==> config.mk <==
export PLATFORM = sky130hd
export DESIGN_NAME = cc_micro_sequencer
export DESIGN_NICKNAME = d
export VERILOG_FILES = /design/src/rtl/cc_seq_pkg.sv /design/src/rtl/cc_micro_addr_mux.sv /design/src/rtl/cc_micro_sequencer.sv
export SDC_FILE = /design/constraint.sdc
export NUM_CORES = 1
export LEC_CHECK = 0
export CAP_MARGIN = 25
export CORE_MARGIN = 1.5
export CORE_UTILIZATION = 49
export CTS_BUF_LIST = sky130_fd_sc_hd__clkbuf_4
export CTS_CLUSTER_SIZE = 12
export DETAILED_ROUTE_END_ITERATION = 12
export PLACE_DENSITY = 0.82
export SYNTH_ARGS = -nofsm -noshare
export SYNTH_HDL_FRONTEND = slang
export SYNTH_SLANG_ARGS = --single-unit
==> constraint.sdc <==
create_clock -name Seq_CLOCK_50 -period 2 [get_ports Seq_CLOCK_50]
set_input_delay 0.4 -clock Seq_CLOCK_50 [delete_from_list [all_inputs] [get_ports Seq_CLOCK_50]]
set_output_delay 0.4 -clock Seq_CLOCK_50 [all_outputs]
set_load 0.01 [all_outputs]
==> src/rtl/cc_seq_pkg.sv <==
// Shared encodings and defaults for the microprogram sequencer.
package cc_seq_pkg;

    localparam logic [1:0] SEL_NEXT    = 2'b00;
    localparam logic [1:0] SEL_JUMP    = 2'b01;
    localparam logic [1:0] SEL_DECODE  = 2'b10;
    localparam logic [1:0] SEL_ILLEGAL = 2'b11;

    typedef enum logic [1:0] {
        ST_RESET = 2'd0,
        ST_RUN   = 2'd1,
        ST_STALL = 2'd2,
        ST_HALT  = 2'd3
    } seq_state_e;

    localparam logic [10:0] DEFAULT_RESET_VECTOR = 11'd0;
    localparam logic [10:0] DEFAULT_TRAP_VECTOR  = 11'd2047;
    localparam logic        DECODE_PREFIX        = 1'b1;

endpackage

==> src/rtl/cc_micro_addr_mux.sv <==
// Combinational next micro-address selection: sequential, jump, opcode decode or trap.
module cc_micro_addr_mux
    import cc_seq_pkg::*;
#(
    parameter int                        DATAWIDTH_ADDR = 11,
    parameter int                        DATAWIDTH_SEL  = 2,
    parameter logic [DATAWIDTH_ADDR-1:0] TRAP_VECTOR    = DEFAULT_TRAP_VECTOR
) (
    input  logic [DATAWIDTH_SEL-1:0]  i_sel,
    input  logic [DATAWIDTH_ADDR-1:0] i_cur_addr,
    input  logic [DATAWIDTH_ADDR-1:0] i_jump_addr,
    input  logic [1:0]                i_ir_op,
    input  logic [5:0]                i_ir_op3,
    output logic [DATAWIDTH_ADDR-1:0] o_next_addr,
    output logic                      o_illegal
);

    logic [DATAWIDTH_ADDR-1:0] w_decode_addr;

    // Each opcode owns a 4-word slot in the upper half of the control store.
    assign w_decode_addr = DATAWIDTH_ADDR'({DECODE_PREFIX, i_ir_op, i_ir_op3, 2'b00});

    always_comb begin
        o_next_addr = i_cur_addr + 1'b1;
        o_illegal   = 1'b0;
        case (i_sel)
            SEL_NEXT:   o_next_addr = i_cur_addr + 1'b1;
            SEL_JUMP:   o_next_addr = i_jump_addr;
            SEL_DECODE: o_next_addr = w_decode_addr;
            default: begin
                o_next_addr = TRAP_VECTOR;
                o_illegal   = 1'b1;
            end
        endcase
    end

endmodule

==> src/rtl/cc_micro_sequencer.sv <==
// Micro-PC, issue FSM, reset synchroniser, sticky illegal-select flag and advance counter.
module cc_micro_sequencer
    import cc_seq_pkg::*;
#(
    parameter int                        DATAWIDTH_ADDR  = 11,
    parameter int                        DATAWIDTH_SEL   = 2,
    parameter int                        DATAWIDTH_COUNT = 16,
    parameter logic [DATAWIDTH_ADDR-1:0] RESET_VECTOR    = DEFAULT_RESET_VECTOR,
    parameter logic [DATAWIDTH_ADDR-1:0] TRAP_VECTOR     = DEFAULT_TRAP_VECTOR
) (
    input  logic                       Seq_CLOCK_50,
    input  logic                       Seq_RESET_InLow,
    input  logic [DATAWIDTH_SEL-1:0]   Seq_Select,
    input  logic [DATAWIDTH_ADDR-1:0]  Seq_JumpAddr,
    input  logic [1:0]                 Seq_IrOp,
    input  logic [5:0]                 Seq_IrOp3,
    input  logic                       Seq_MemReady,
    input  logic                       Seq_Halt,
    output logic [DATAWIDTH_ADDR-1:0]  Seq_Addr,
    output logic                       Seq_AddrValid,
    output logic [1:0]                 Seq_State,
    output logic                       Seq_IllegalSel,
    output logic [DATAWIDTH_COUNT-1:0] Seq_CycleCount
);

    logic [1:0]                 r_rst_sync;
    seq_state_e                 r_state;
    logic [DATAWIDTH_ADDR-1:0]  r_addr;
    logic                       r_addr_valid;
    logic                       r_illegal;
    logic [DATAWIDTH_COUNT-1:0] r_count;

    seq_state_e                 w_next_state;
    logic                       w_advance;
    logic [DATAWIDTH_ADDR-1:0]  w_mux_addr;
    logic                       w_mux_illegal;

    cc_micro_addr_mux #(
        .DATAWIDTH_ADDR (DATAWIDTH_ADDR),
        .DATAWIDTH_SEL  (DATAWIDTH_SEL),
        .TRAP_VECTOR    (TRAP_VECTOR)
    ) u_addr_mux (
        .i_sel       (Seq_Select),
        .i_cur_addr  (r_addr),
        .i_jump_addr (Seq_JumpAddr),
        .i_ir_op     (Seq_IrOp),
        .i_ir_op3    (Seq_IrOp3),
        .o_next_addr (w_mux_addr),
        .o_illegal   (w_mux_illegal)
    );

    // Assertion is immediate; release only reaches the FSM two edges later.
    always_ff @(posedge Seq_CLOCK_50 or negedge Seq_RESET_InLow) begin
        if (!Seq_RESET_InLow) begin
            r_rst_sync <= 2'b00;
        end else begin
            r_rst_sync <= {r_rst_sync[0], 1'b1};
        end
    end

    always_comb begin
        w_next_state = r_state;
        w_advance    = 1'b0;
        case (r_state)
            ST_RESET: begin
                if (r_rst_sync[1]) begin
                    w_next_state = ST_RUN;
                end
            end
            ST_RUN: begin
                if (Seq_Halt) begin
                    w_next_state = ST_HALT;
                end else if (!Seq_MemReady) begin
                    w_next_state = ST_STALL;
                end else begin
                    w_advance = 1'b1;
                end
            end
            ST_STALL: begin
                if (Seq_Halt) begin
                    w_next_state = ST_HALT;
                end else if (Seq_MemReady) begin
                    w_next_state = ST_RUN;
                    w_advance    = 1'b1;
                end
            end
            ST_HALT: begin
                if (!Seq_Halt) begin
                    w_next_state = ST_RUN;
                end
            end
            default: w_next_state = ST_RESET;
        endcase
    end

    always_ff @(posedge Seq_CLOCK_50 or negedge Seq_RESET_InLow) begin
        if (!Seq_RESET_InLow) begin
            r_state      <= ST_RESET;
            r_addr       <= RESET_VECTOR;
            r_addr_valid <= 1'b0;
            r_illegal    <= 1'b0;
            r_count      <= '0;
        end else begin
            r_state      <= w_next_state;
            r_addr_valid <= (w_next_state == ST_RUN) || (w_next_state == ST_STALL);
            if (w_advance) begin
                r_addr <= w_mux_addr;
                if (w_mux_illegal) begin
                    r_illegal <= 1'b1;
                end
                if (r_count != {DATAWIDTH_COUNT{1'b1}}) begin
                    r_count <= r_count + 1'b1;
                end
            end
        end
    end

    assign Seq_Addr       = r_addr;
    assign Seq_AddrValid  = r_addr_valid;
    assign Seq_State      = r_state;
    assign Seq_IllegalSel = r_illegal;
    assign Seq_CycleCount = r_count;

endmodule

After elaboration in Yosys (flattened, before gate mapping)
Index checks and enable logic that the tools add are counted.
{"block": "word_totals", "reg_bits": 33, "in_bits": 25, "out_inout_bits": 31, "elab_cells": 35}
{"block": "op_classes", "addsub": 2, "eq_ne": 8, "n_mux": 11, "bitwise": 1, "reduce_logical": 7}
{"operator": "$pmux 11 s3", "n": 1}
{"operator": "$add 16x1->16 const B", "n": 1}
{"operator": "$ne 16x16->1 const B", "n": 1}
{"operator": "$mux 2", "n": 6}
{"operator": "$add 11x1->11 const B", "n": 1}
{"operator": "$eq 2x2->1 const B", "n": 4}
{"operator": "$pmux 2 s4", "n": 1}
{"operator": "$eq 2x1->1 const B", "n": 3}
{"operator": "$logic_not 2->1", "n": 2}
{"operator": "$reduce_and 2->1", "n": 2}
{"operator": "$mux 1", "n": 3}
{"operator": "$reduce_or 3->1", "n": 1}
{"operator": "$reduce_or 2->1", "n": 1}
{"operator": "$logic_or 1x1->1", "n": 1}
{"operator": "$not 1->1", "n": 1}

Logic depth before layout (Yosys ltp)
{"block": "depth", "word_depth": 5, "mapped_depth": 7}

Modules after synthesis
From an unflattened synthesis, not the netlist that was laid out.
{"block": "unflattened", "cells_unflattened": 208, "hier_area_um2": 1873.0}
{"mod": "cc_micro_sequencer", "instances": 1, "cells_each": 149, "area_each_um2": 1500.2, "seq_area_each_um2": 825.8}
{"mod": "cc_micro_addr_mux", "instances": 1, "cells_each": 59, "area_each_um2": 372.9, "seq_area_each_um2": 0.0}

Least setup slack after synthesis
OpenSTA, ideal clock, no wires.
{"block": "synth_timing", "kind": "register to register", "from": "reg r_state[0] (netlist: Seq_State[0])", "to": "reg r_count[15] (netlist: Seq_CycleCount[15])", "t_arrival_ps": 1748, "t_required_ps": 1875, "setup_slack_ps": 128, "stages_incl_launch_ff": 7, "n_path_buf": 0, "cell_sequence": "dfrtp_1 inv_1 ha_1 and3b_1 nand4_1 nor3_1 mux2_2"}
{"block": "synth_between", "elab_chain_len": 4, "word_cells_on_any_way": 5}
{"element": "from (decl)", "line_no": "cc_micro_sequencer.sv:27", "rtl": "seq_state_e r_state;"}
{"element": "from (signal assigned)", "line_no": "cc_micro_sequencer.sv:104", "rtl": "r_state <= w_next_state;"}
{"element": "$eq 2x2->1 / $eq 2x1->1 (equally long branches)", "line_no": "cc_micro_sequencer.sv:64", "rtl": "case (r_state)"}
{"element": "$reduce_or 2->1 (no line) (*)"}
{"element": "$mux 1 (*)"}
{"element": "$reduce_and 2->1 (no line) (*)"}
{"element": "to (signal assigned)", "line_no": "cc_micro_sequencer.sv:112", "rtl": "r_count <= r_count + 1'b1;"}
{"element": "to (decl)", "line_no": "cc_micro_sequencer.sv:31", "rtl": "logic [DATAWIDTH_COUNT-1:0] r_count;"}
Every way passes the cells marked *; elsewhere a longest branch is shown, timed or not.
A chain may end at the register's enable or synchronous reset.

Worst setup path after layout
{"block": "layout_timing", "from": "reg r_count[2] (netlist: Seq_CycleCount[2])", "to": "out Seq_CycleCount[2]"}
{"element": "to (decl)", "line_no": "cc_micro_sequencer.sv:23", "rtl": "output logic [DATAWIDTH_COUNT-1:0] Seq_CycleCount"}
No word-level cell between the ends.

==> impl_results.md <==
* Htree depth at 2
* WL/cell at 13.6 µm
* First-pass GRT wire length at 7580 µm
* DPL Wire Length at 3200 µm
* # diodes at 0
* Min Tclk post-route at 1.82 ns
* CP Max Fanout at 7
* CP required at 1.60 ns
* Min-delay worst type: reg -> reg
* Synth top area share at 43.1%
* Met2 WL at 2010 µm
* Initial antenna violation count at 0
* Commonest non-fill, non-tap cells in the layout: 55 x clkdlybuf4s50_1, 33 x dfrtp_1, 24 x nor2_1
* Clock Root Buffer: clkbuf_4
* Total core area at 3720 µm²
* Clk_lat worst skew at 0.32 ns
* Port Buf Inserts at 55
* Sequential share of the synthesized area at 43.1%
* HP Start: r_rst_sync[0]
* Hold Crit Depth at 0
* DR iter-0 viols at 147
* Largest net degree at the start of global routing at 34
* Hold path endpoint: r_rst_sync[1]
* Status: finished, final reports clean
* Post-synthesis cell area at 1920 µm²
* Synth Instances at 206
* Critical Path Max Stage Delay at 0.61 ns
* Final ANT Viol Nets at 0
* P_leak at 1.13 nW
* Worst Path Arrival at 1.42 ns
* Max-slew violation count at 0
* Clk buf depth at 2
* Clock sinks at 33
* Post-CTS Setup Repair Bufs at 0
* CTS buffer count at 5
* CTS tree: yes
* Resize count post-CTS at 0
* Global route overflow at 0
* Worst R2R Start: Seq_CycleCount[0]
* Max Freq at 550 MHz
* Tcrit/Tclk final at 90.9%
* Met1 wire length at 2030 µm
* Top cells by area, synth: dfrtp_1 43%, nor2_1 4.7%, ha_1 4.6%, o21ai_0 4.2%, nand2_1 3.7%
* Final Hold Vio Count at 0
* Final nets at 304
* FF-to-FF setup slack at 0.23 ns
* R2R Path End: Seq_CycleCount[14]
* Drt drc at 0
* Wire length on met3 at 271 µm
* Via-to-Cell Ratio at 5.56
* Crit path launch: Seq_CycleCount[2]
* Overall Global Routing Usage at 22.7%
* Setup crit end kind: output port
* Die width at 65.5 µm
* Max cap viols at 0
* Total power at 2.79 mW
* Most common cell after layout, fill and taps aside: clkdlybuf4s50_1
* Setup CP Type: reg -> out
* Critical Path Slowest Stage Cell: clkdlybuf4s50_1
* Max layer used: met4
* Post-Layout Cell Count at 320
* Routability cong. at 0.809
* Critical Path Start Type: flip-flop
* Worst Clk Skew at 0.00623 ns
* Routed vias at 1778
* Layout cell share with drive strength beyond 1 at 9.93%
* Synthesized Nets at 238
* Std-Cell Rows at 22
* Placed Instances at 313
* CP cell instances: clkdlybuf4s50_1
* Num ports at 56
* First-pass DRT Iterations at 4
* Post-synth EDFFs at 0
* Die height at 65.5 µm
* PwrDens at 1060 nW/µm²
* Vias in the first global route at 1691
* Peak VDD IR at 0.000744 V
* Initial Util at 51.6%
* Die area at 4300 µm²
* Hold_buf cts at 0
* Yosys top cell by area: dfrtp_1
* Asr flop ratio synth at 100%
* Detailed Route WL at 4350 µm
* Mapped Avg Cell Area at 9.31 µm²
* Syn-to-layout area delta at 37.1%
* Top cell family by delay on the critical path: buffers and inverters
* RSZ-0062 raised after global routing: no
* Flip-flop and latch count after synthesis at 33
* Fin Setup TNS at 0 ns
* Setup Viol. Count Final at 0
* Clk slew on worst S/H paths at 0.10 ns
* Buf+Inv Stages, Crit Path at 1
* Total number of yosys warnings at 0
* Post-synth top flop: dfrtp_1
* Reg2reg path depth at 6
* Synth cell types at 48
## worst max-delay path by stage
stage	to	slack [ns]	cells past startpoint
after global placement	Seq_AddrValid	0.05	6
final	Seq_CycleCount[2]	0.18	1
after floorplan	Seq_CycleCount[15]	0.13	6
after CTS	Seq_CycleCount[2]	0.18	1
after global routing	Seq_CycleCount[14]	0.11	6
after detailed placement	Seq_CycleCount[14]	0.002	6
## layout make-up
| class | instances | area, µm² |
|---|---|---|
| clock buffer | 6 | 45.0 |
| clock inverter | 1 | 3.75 |
| fill | 324 | 1090 |
| inverter | 6 | 22.5 |
| multi-input combinational | 161 | 1040 |
| sequential | 33 | 826 |
| tap | 48 | 60.1 |
| timing repair buffer | 65 | 626 |
## cell usage after synthesis (2+ instances only)
library cell and instances:
inv_1 6, o21a_1 4, o21ai_0 16, o2bb2ai_1 3, and3_1 2, mux2_2 2, clkbuf_1 5, o221ai_1 2
nand3_1 7, nor3_1 7, nand2_1 19, a211oi_1 2, xnor2_1 5, and2_1 2, or2_2 2, a21oi_1 9
and4_1 2, a31oi_1 4, xor2_1 7, nor4_1 3, nor2_1 24, nand4_1 7, nor2b_1 2, o22ai_1 2
dfrtp_1 33, ha_1 7
## cells by family (layout without fill, tap and decap cells)
family,after synthesis,in the layout,share of synthesized area [%]
simple gates,85,85,24.1
compound gates,52,52,17.7
flops,33,33,43.1
xor+xnor,12,12,5.48
buf+inv,12,78,2.41
fa+ha+maj,8,8,5.09
mux,3,3,1.96
other cells,1,1,0.196
## power by group
part           leakage (nW)  total [mW]  switching (mW)  internal [mW]
Clock                0.0292       0.348           0.207          0.141
Sequential            0.417        1.13           0.261          0.872
Combinational         0.686        1.31           0.584          0.722
Total                  1.13        2.79            1.05           1.74
## metrics by stage
step                setup WS [ns]  hold WS (ns)  utilization, %  area [µm²]
finish                      0.182         0.356            70.7        2630
global route                0.105         0.373            70.7        2630
CTS                         0.179         0.361            70.7        2630
detailed placement        0.00182         0.340            69.4        2580
global placement           0.0500         0.334            69.4        2580
floorplan                   0.128         0.104               -        1920
## per-layer routing
metal | vias up | GRT usage, %
met5 | - | 0
met4 | 0 | 5.47
met3 | 4 | 6.16
met2 | 53 | 37.9
met1 | 838 | 29.4
li1 | 883 | -
## state kept, by name, summed over array words and instances (netlist names)
register,cells
Seq_IllegalSel,1
r_rst_sync,2
Seq_AddrValid,1
Seq_CycleCount,16
Seq_State,2
Seq_Addr,11
(Power assumes the default switching activity.)
